<file path="src/rtl/unified_mem_arbiter_if.sv">
// unified_mem_arbiter_if: CPU-port and memory-port bundle of the unified memory arbiter
// Ports: if_* instruction-fetch read port, dm_* data-memory read/write port,
//   mem_* single-port memory side; slave = arbiter view, master = CPU/memory view.
interface unified_mem_arbiter_if #(
  parameter int ADDR_W = 32,
  parameter int DATA_W = 32
);
  logic              if_req;
  logic [ADDR_W-1:0] if_addr;
  logic [DATA_W-1:0] if_rdata;
  logic              if_ack;
  logic              if_stall;
  logic              dm_req;
  logic              dm_we;
  logic [ADDR_W-1:0] dm_addr;
  logic [DATA_W-1:0] dm_wdata;
  logic [DATA_W-1:0] dm_rdata;
  logic              dm_ack;
  logic              dm_stall;
  logic              err;
  logic              mem_req;
  logic              mem_we;
  logic [ADDR_W-1:0] mem_addr;
  logic [DATA_W-1:0] mem_wdata;
  logic [DATA_W-1:0] mem_rdata;
  logic              mem_ready;
  modport slave (
    input  if_req, if_addr, dm_req, dm_we, dm_addr, dm_wdata, mem_rdata, mem_ready,
    output if_rdata, if_ack, if_stall, dm_rdata, dm_ack, dm_stall, err,
           mem_req, mem_we, mem_addr, mem_wdata
  );
  modport master (
    output if_req, if_addr, dm_req, dm_we, dm_addr, dm_wdata, mem_rdata, mem_ready,
    input  if_rdata, if_ack, if_stall, dm_rdata, dm_ack, dm_stall, err,
           mem_req, mem_we, mem_addr, mem_wdata
  );
endinterface

</file>
<file path="src/rtl/unified_mem_arbiter.sv">
// unified_mem_arbiter: shares one single-port memory between the IF and DM ports
// Ports: clk, rst_n (sync, active-low), bus (unified_mem_arbiter_if.slave).
//   DM wins arbitration unless it has won MAX_DSTREAK times in a row with IF waiting;
//   an access with no mem_ready for TIMEOUT busy cycles completes with err.
module unified_mem_arbiter #(
  parameter int MAX_DSTREAK = 4,
  parameter int TIMEOUT     = 16
) (
  input logic clk,
  input logic rst_n,
  unified_mem_arbiter_if.slave bus
);
  localparam int SW = $clog2(MAX_DSTREAK + 1);
  localparam int TW = $clog2(TIMEOUT + 1);
  typedef enum logic [1:0] {IDLE, BUSY_I, BUSY_D, DONE} stateT;
  stateT         state;
  logic [SW-1:0] streak;
  logic [TW-1:0] tmoCnt;
  logic          dmWins;
  logic          timedOut;
  assign dmWins       = bus.dm_req && !(bus.if_req && streak == SW'(MAX_DSTREAK));
  assign timedOut     = tmoCnt == TW'(TIMEOUT - 1);
  // Stalls are held low during reset so the pipeline sees a quiet arbiter.
  assign bus.if_stall = rst_n & bus.if_req & ~bus.if_ack;
  assign bus.dm_stall = rst_n & bus.dm_req & ~bus.dm_ack;
  always_ff @(posedge clk) begin
    if (!rst_n) begin
      state         <= IDLE;
      streak        <= '0;
      tmoCnt        <= '0;
      bus.if_ack    <= 1'b0;
      bus.dm_ack    <= 1'b0;
      bus.err       <= 1'b0;
      bus.mem_req   <= 1'b0;
      bus.mem_we    <= 1'b0;
      bus.mem_addr  <= '0;
      bus.mem_wdata <= '0;
      bus.if_rdata  <= '0;
      bus.dm_rdata  <= '0;
    end else begin
      bus.if_ack <= 1'b0;
      bus.dm_ack <= 1'b0;
      bus.err    <= 1'b0;
      case (state)
        IDLE: begin
          if (dmWins) begin
            state         <= BUSY_D;
            bus.mem_req   <= 1'b1;
            bus.mem_we    <= bus.dm_we;
            bus.mem_addr  <= bus.dm_addr;
            bus.mem_wdata <= bus.dm_wdata;
            streak        <= bus.if_req ? streak + SW'(1) : '0;
          end else if (bus.if_req) begin
            state         <= BUSY_I;
            bus.mem_req   <= 1'b1;
            bus.mem_we    <= 1'b0;
            bus.mem_addr  <= bus.if_addr;
            bus.mem_wdata <= '0;
            streak        <= '0;
          end
        end
        BUSY_I, BUSY_D: begin
          if (bus.mem_ready || timedOut) begin
            state       <= DONE;
            bus.mem_req <= 1'b0;
            bus.mem_we  <= 1'b0;
            tmoCnt      <= '0;
            bus.err     <= !bus.mem_ready;
            if (state == BUSY_I) begin
              bus.if_ack <= 1'b1;
              if (bus.mem_ready) bus.if_rdata <= bus.mem_rdata;
            end else begin
              bus.dm_ack <= 1'b1;
              if (bus.mem_ready && !bus.mem_we) bus.dm_rdata <= bus.mem_rdata;
            end
          end else begin
            tmoCnt <= tmoCnt + TW'(1);
          end
        end
        default: state <= IDLE;
      endcase
    end
  end
endmodule

</file>
<file path="src/flat_wrapper.sv">
// flat-port wrapper written by rule: the top's interface ports become plain ports
module unified_mem_arbiter_flat 
#(
  parameter int MAX_DSTREAK = 4,
  parameter int TIMEOUT     = 16
)
  (clk, rst_n, bus_if_req, bus_if_addr, bus_dm_req, bus_dm_we, bus_dm_addr, bus_dm_wdata, bus_mem_rdata, bus_mem_ready, bus_if_rdata, bus_if_ack, bus_if_stall, bus_dm_rdata, bus_dm_ack, bus_dm_stall, bus_err, bus_mem_req, bus_mem_we, bus_mem_addr, bus_mem_wdata);
  unified_mem_arbiter_if #(.ADDR_W(32), .DATA_W(32)) bus_i ();
  input logic clk;
  input logic rst_n;
  input wire logic [$bits(bus_i.if_req)-1:0] bus_if_req;
  input wire logic [$bits(bus_i.if_addr)-1:0] bus_if_addr;
  input wire logic [$bits(bus_i.dm_req)-1:0] bus_dm_req;
  input wire logic [$bits(bus_i.dm_we)-1:0] bus_dm_we;
  input wire logic [$bits(bus_i.dm_addr)-1:0] bus_dm_addr;
  input wire logic [$bits(bus_i.dm_wdata)-1:0] bus_dm_wdata;
  input wire logic [$bits(bus_i.mem_rdata)-1:0] bus_mem_rdata;
  input wire logic [$bits(bus_i.mem_ready)-1:0] bus_mem_ready;
  output wire logic [$bits(bus_i.if_rdata)-1:0] bus_if_rdata;
  output wire logic [$bits(bus_i.if_ack)-1:0] bus_if_ack;
  output wire logic [$bits(bus_i.if_stall)-1:0] bus_if_stall;
  output wire logic [$bits(bus_i.dm_rdata)-1:0] bus_dm_rdata;
  output wire logic [$bits(bus_i.dm_ack)-1:0] bus_dm_ack;
  output wire logic [$bits(bus_i.dm_stall)-1:0] bus_dm_stall;
  output wire logic [$bits(bus_i.err)-1:0] bus_err;
  output wire logic [$bits(bus_i.mem_req)-1:0] bus_mem_req;
  output wire logic [$bits(bus_i.mem_we)-1:0] bus_mem_we;
  output wire logic [$bits(bus_i.mem_addr)-1:0] bus_mem_addr;
  output wire logic [$bits(bus_i.mem_wdata)-1:0] bus_mem_wdata;
  assign bus_i.if_req = bus_if_req;
  assign bus_i.if_addr = bus_if_addr;
  assign bus_i.dm_req = bus_dm_req;
  assign bus_i.dm_we = bus_dm_we;
  assign bus_i.dm_addr = bus_dm_addr;
  assign bus_i.dm_wdata = bus_dm_wdata;
  assign bus_i.mem_rdata = bus_mem_rdata;
  assign bus_i.mem_ready = bus_mem_ready;
  assign bus_if_rdata = bus_i.if_rdata;
  assign bus_if_ack = bus_i.if_ack;
  assign bus_if_stall = bus_i.if_stall;
  assign bus_dm_rdata = bus_i.dm_rdata;
  assign bus_dm_ack = bus_i.dm_ack;
  assign bus_dm_stall = bus_i.dm_stall;
  assign bus_err = bus_i.err;
  assign bus_mem_req = bus_i.mem_req;
  assign bus_mem_we = bus_i.mem_we;
  assign bus_mem_addr = bus_i.mem_addr;
  assign bus_mem_wdata = bus_i.mem_wdata;
  unified_mem_arbiter #(.MAX_DSTREAK(MAX_DSTREAK), .TIMEOUT(TIMEOUT)) u_core (.clk(clk), .rst_n(rst_n), .bus(bus_i));
endmodule
</file>
<file path="config.mk">
export PLATFORM = sky130hd
export DESIGN_NAME = unified_mem_arbiter_flat
export DESIGN_NICKNAME = d
export VERILOG_FILES = /design/src/rtl/unified_mem_arbiter_if.sv /design/src/rtl/unified_mem_arbiter.sv /design/src/flat_wrapper.sv
export SDC_FILE = /design/constraint.sdc
export NUM_CORES = 1
export LEC_CHECK = 0
export BUFFER_PORTS_ARGS = -buffer_cell sky130_fd_sc_hd__buf_4
export CAP_MARGIN = 20
export CORE_UTILIZATION = 45
export DETAILED_ROUTE_END_ITERATION = 12
export GPL_ROUTABILITY_DRIVEN = 0
export PLACE_DENSITY = 0.77
export SLEW_MARGIN = 20
export SYNTH_ARGS = -nofsm -noshare
export SYNTH_HDL_FRONTEND = slang
export SYNTH_SLANG_ARGS = --single-unit
</file>
<file path="constraint.sdc">
create_clock -name clk -period 3.1 [get_ports clk]
set_clock_uncertainty 0.15 [all_clocks]
set_input_delay 0.155 -clock clk [delete_from_list [all_inputs] [get_ports clk]]
set_output_delay 0.155 -clock clk [all_outputs]
set_load 0.01 [all_outputs]
</file>
* Word level (Yosys, flattened, before mapping)
Index checks and enable logic that the tools add are counted.
** Storage, ports and cells
- Register bits :: 143
- Bits of input ports :: 134
** Operators by class
- Add/sub/neg operators :: 2
- Equality and inequality tests :: 6
- Muxes and demuxes :: 21
- Bitwise operators :: 7
- Reduce and logical (&&, ||, !) cells :: 17
** Operators with widths (count)
- 2-to-1 mux 32 bit :: 4
- 2-to-1 mux 3 bit :: 3
- AND reduction 4 bit :: 2
- 2-to-1 mux 1 bit :: 7
- 2-to-1 mux 2 bit :: 3
- AND reduction 3 bit :: 2
- adder 5 x 1 -> 5 bit (second input constant) :: 1
- equality test 5 x 4 -> 1 bit (second input constant) :: 1
- 2-to-1 mux 5 bit :: 1
- AND 1 bit :: 4
- one-hot mux 1 bit (2 select lines) :: 2
- one-hot mux 2 bit (2 select lines) :: 1
- AND reduction 2 bit :: 2
- nonzero test 2 bit :: 2
- adder 3 x 1 -> 3 bit (second input constant) :: 1
- equality test 3 bit (second input constant) :: 1
- logical AND 1 bit :: 3
- zero test 1 bit :: 3
- inequality test 3 x 2 -> 1 bit (second input constant) :: 1
- inverter 1 bit :: 3
- equality test 2 x 1 -> 1 bit (second input constant) :: 1
- equality test 2 bit (second input constant) :: 1
- zero test 2 bit :: 1
- inequality test 2 x 1 -> 1 bit (second input constant) :: 1
- 2 further kinds :: 2

* Logic depth before layout (Yosys ltp)
- Depth in word-level cells :: 6
- Mapped depth :: 7

* Worst setup path after synthesis
No wires, ideal clock.
- Kind :: register -> register
- Start point :: reg u_core.tmoCnt[0]
- End point :: reg u_core.state[0]
- Library setup time :: 0.119 ns
- Arrival time :: 1.540 ns
- Data required time :: 2.831 ns
- Setup slack :: 1.291 ns
- Stages on the path, launching flop included :: 7
- Path buffers :: 0
- Period minus slack after synthesis :: 1.809 ns
- Path through :: dfxtp_1 > ha_1 > and3_1 > ha_1 > nor3b_2 > nor2_1 > o221a_1
** Between the ends
- Cells in the longest elaborated chain, start to end :: 4
** Ends and longest elaborated chain
- start: declaration :: line unified_mem_arbiter.sv:18 : logic [TW-1:0] tmoCnt;
- start signal: assignment :: line unified_mem_arbiter.sv:77 : tmoCnt <= tmoCnt + TW'(1);
- equality test 5 x 4 -> 1 bit :: line unified_mem_arbiter.sv:22 : assign timedOut = tmoCnt == TW'(TIMEOUT - 1);
- logical OR 1 bit :: line unified_mem_arbiter.sv:63 : if (bus.mem_ready || timedOut) begin
- inequality test 2 x 1 -> 1 bit (no line)
- AND reduction 2 bit (no line)
- end signal: assignment :: line unified_mem_arbiter.sv:28 : state <= IDLE;
- end signal: assignment :: line unified_mem_arbiter.sv:64 : state <= DONE;
- end signal: assignment :: line unified_mem_arbiter.sv:80 : default: state <= IDLE;
- end: declaration :: line unified_mem_arbiter.sv:16 : stateT state;
Every way passes these cells.
A chain may end at the register's enable or synchronous reset.

* Worst setup path in the final report
- Start point :: reg u_core.state[0]
- End point :: reg u_core.bus.mem_addr[22] in the netlist's numbering
** Between the ends
- Cells in the longest elaborated chain, start to end :: 2
** Ends and longest elaborated chain
- start signal: assignment :: line unified_mem_arbiter.sv:28
- start signal: assignment :: line unified_mem_arbiter.sv:47 : state <= BUSY_D;
- start signal: assignment :: line unified_mem_arbiter.sv:54 : state <= BUSY_I;
- zero test 2 bit :: line unified_mem_arbiter.sv:44 : case (state)
- AND reduction 2 bit (no line)
- end signal: assignment :: line unified_mem_arbiter.sv:50 : bus.mem_addr <= bus.dm_addr;
- end signal: assignment :: line unified_mem_arbiter.sv:57 : bus.mem_addr <= bus.if_addr;
- end: declaration :: line unified_mem_arbiter_if.sv:30 : mem_req, mem_we, mem_addr, mem_wdata
Every way passes these cells.

==> flow_summary.ini <==
[run]
max_cap_violations = 0

[place]
portBuffers = 268
dpl.cell_count = 1021
place_area_um2 = 7880
dp_hpwl_mm = 11.8
pre_cts_ws_ps = 755

[synth]
synth_edf_count = 0
synth_simple_gate_area_frac = 0.148
yosysSeqAreaShare = 0.485
ys_ff_latch = 143
syn_avg_cell_area_um2 = 9.34
synth_xor_area_frac = 0
synth_mux_area_frac = 0.00339
netlist_area_um2 = 5900
synth.distinct_cells = 43
ys_async_sr_fraction = 0
yosysTopAreaCell = dfxtp_1
synth_cells = 632
synth_top_family_by_area = compound AO/OA/AOI/OAI gates
syn_nets = 774
synth_compound_area_frac = 0.290
synth-main-ff-cell = dfxtp_1
synth_area_leaders = dfxtp_1 (48%), nand2_1 (8.6%), a211oi_2 (6.4%)
yosys.area.top_type_share = 0.485
yosysWarnings = 0
synth_fa_ha_area_frac = 0.0170

[die]
core_um2 = 12700
rows = 41
dieArea_um2 = 13600
start_util = 0.464
die-height_um = 117
die_w_um = 117
io_pins = 269

[grt]
grt_pass1_vias = 6394
grt_pass1_wl_mm = 32.1
grt_overflow_total = 0
grtUsageTotal = 0.308
antenna_found_initial = 0
grt_start_max_net_pins = 80

[worst_hold_path]
min_path_type = in2reg
whs_path_depth = 3

[power_and_ir_drop]
p_leak_nw = 4.20
power_per_cell_area_nw_per_um2 = 735
peakVddDrop_uv = 465
p_total_mw = 7.19

[drt]
via_per_inst = 5.43
vias = 6419
drt_wl_total_mm = 21.2
firstDrtPassIters = 5
postRouteAntennaNets = 0
first_iter_violations = 522
drc = 0
wl_per_cell_um = 18.0

[critical_path]
critical-path-slowest-cell = dlygate4sd3_1
critPathCaptureType = flop
start_kind = flop
required_ps = 3290
crit_chain = inv_1 -> ha_1 -> o21ai_4 -> buf_4 -> a211oi_1 -> a211oi_2 -> dlygate4sd3_1
critical_path_class = reg2reg
critical-path-max-stage-delay_ps = 610
r2r_cells = 7
path_max_fanout = 46
reg2reg_slack_ps = 280
worst_ep_arrival_time_ps = 3010

[timing]
slew_violations = 0
maxSlewHeadroom = 0.497
final.setup.worst_slack_ps = 282
max_slew.worst_pin.slew_ps = 753
finalHoldViolations = 0
hold_slack_ps = 141
tns_ps = 0
finalCriticalPeriod_ps = 2820
fin_crit_sh = 0.909
rsz0062_at_grt = no
max_freq_mhz = 355
setup_viol = 0

[clock_tree]
insertion_delay_ps = 410
clk_path_buf_depth = 2
htreeDepth = 4
clock_sink_count = 143
post-cts-setup-buffers = 0
cts_buffers = 17
root_buffer = clkbuf_16
clk_pin_slew_ps = 60
cts_tree = yes

[layout]
nNetsFinal = 1141
synthToLayoutAreaGrowth_pct = 65.6
fin_area_um2 = 9780
diodes = 0
final_cell_count_no_fill = 1182
fin_util = 0.769
final_common_cell = buf_4
final_cell_mix = buf_4 (275), dfxtp_1 (143), nand2_1 (136), dlygate4sd3_1 (131), a21boi_1 (39)
layout-drive-gt1-share = 0.336

[run_status]
outcome = complete, no violations
where the power goes:
group          internal (mW)  leakage (nW)  switching [mW]
registers               2.20          1.17           0.231
logic                   1.28          2.74            1.43
clock network           1.32         0.293           0.740
final cells by class:
class,count,area (µm²)
inverters,6,22.5
fillers,797,2940
clock inverters,7,110
repair buffers,406,3380
multi-input cells,425,2720
well taps,172,215
clock buffers,23,478
flip-flops and latches,143,2860
synth_stat cells, drive strengths merged, types with 2 or more instances:
cell,number
a211oi,64
a21boi,69
a22o,32
and2,3
and3,2
and3b,2
and4,2
buf,35
clkbuf,23
dfxtp,143
ha,8
inv,6
mux2i,2
nand2,136
nand2b,4
nand3,3
nand3b,2
nor2,37
nor2b,3
nor3,3
nor3b,5
o21ai,35
o221a,2
sequential cells by signal (all words and copies together) (netlist names):
name                  flops
u_core.bus.dm_rdata      32
u_core.bus.if_rdata      32
u_core.bus.mem_addr      32
u_core.bus.mem_wdata     32
u_core.tmoCnt             5
u_core.streak             3
u_core.state              2
u_core.bus.dm_ack         1
u_core.bus.err            1
u_core.bus.if_ack         1
u_core.bus.mem_req        1
u_core.bus.mem_we         1
critical path: cells and delay by family (launching register included):
family / cells / cell delay [ps]
buf+inv: 3 / 1220
flops: 1 / 400
compound gates: 3 / 650
fa+ha+maj: 1 / 310
path summary, 6_finish.rpt:
path                           startpoint                 endpoint
hold reg to reg   u_core.bus.if_rdata[26]  u_core.bus.if_rdata[26]
setup reg to reg          u_core.state[0]  u_core.bus.mem_addr[22]
hold / removal                 bus_dm_req         u_core.streak[2]
setup / recovery          u_core.state[0]  u_core.bus.mem_addr[22]
metal layers:
layer	GRT usage	routed length [µm]
met1	0.332	7950
met2	0.548	10800
met3	0.0794	1560
met4	0.178	871
met5	0	0
cell families (layout without fill, tap and decap cells):
group / count (synthesis) / after routing
AO/OA/AOI/OAI: 212 / 212
AND/OR/NAND/NOR: 203 / 203
flip-flops: 143 / 143
buffers and inverters: 64 / 442
adder cells (fa/ha/maj): 8 / 8
multiplexers: 2 / 2
timing repair:
action	4_1_cts	5_1_grt
gates resized for setup	0	1
hold buffers	131	0
endpoints found under the setup margin	0	3
endpoints found under the hold margin	133	0
(Power assumes the default switching activity.)
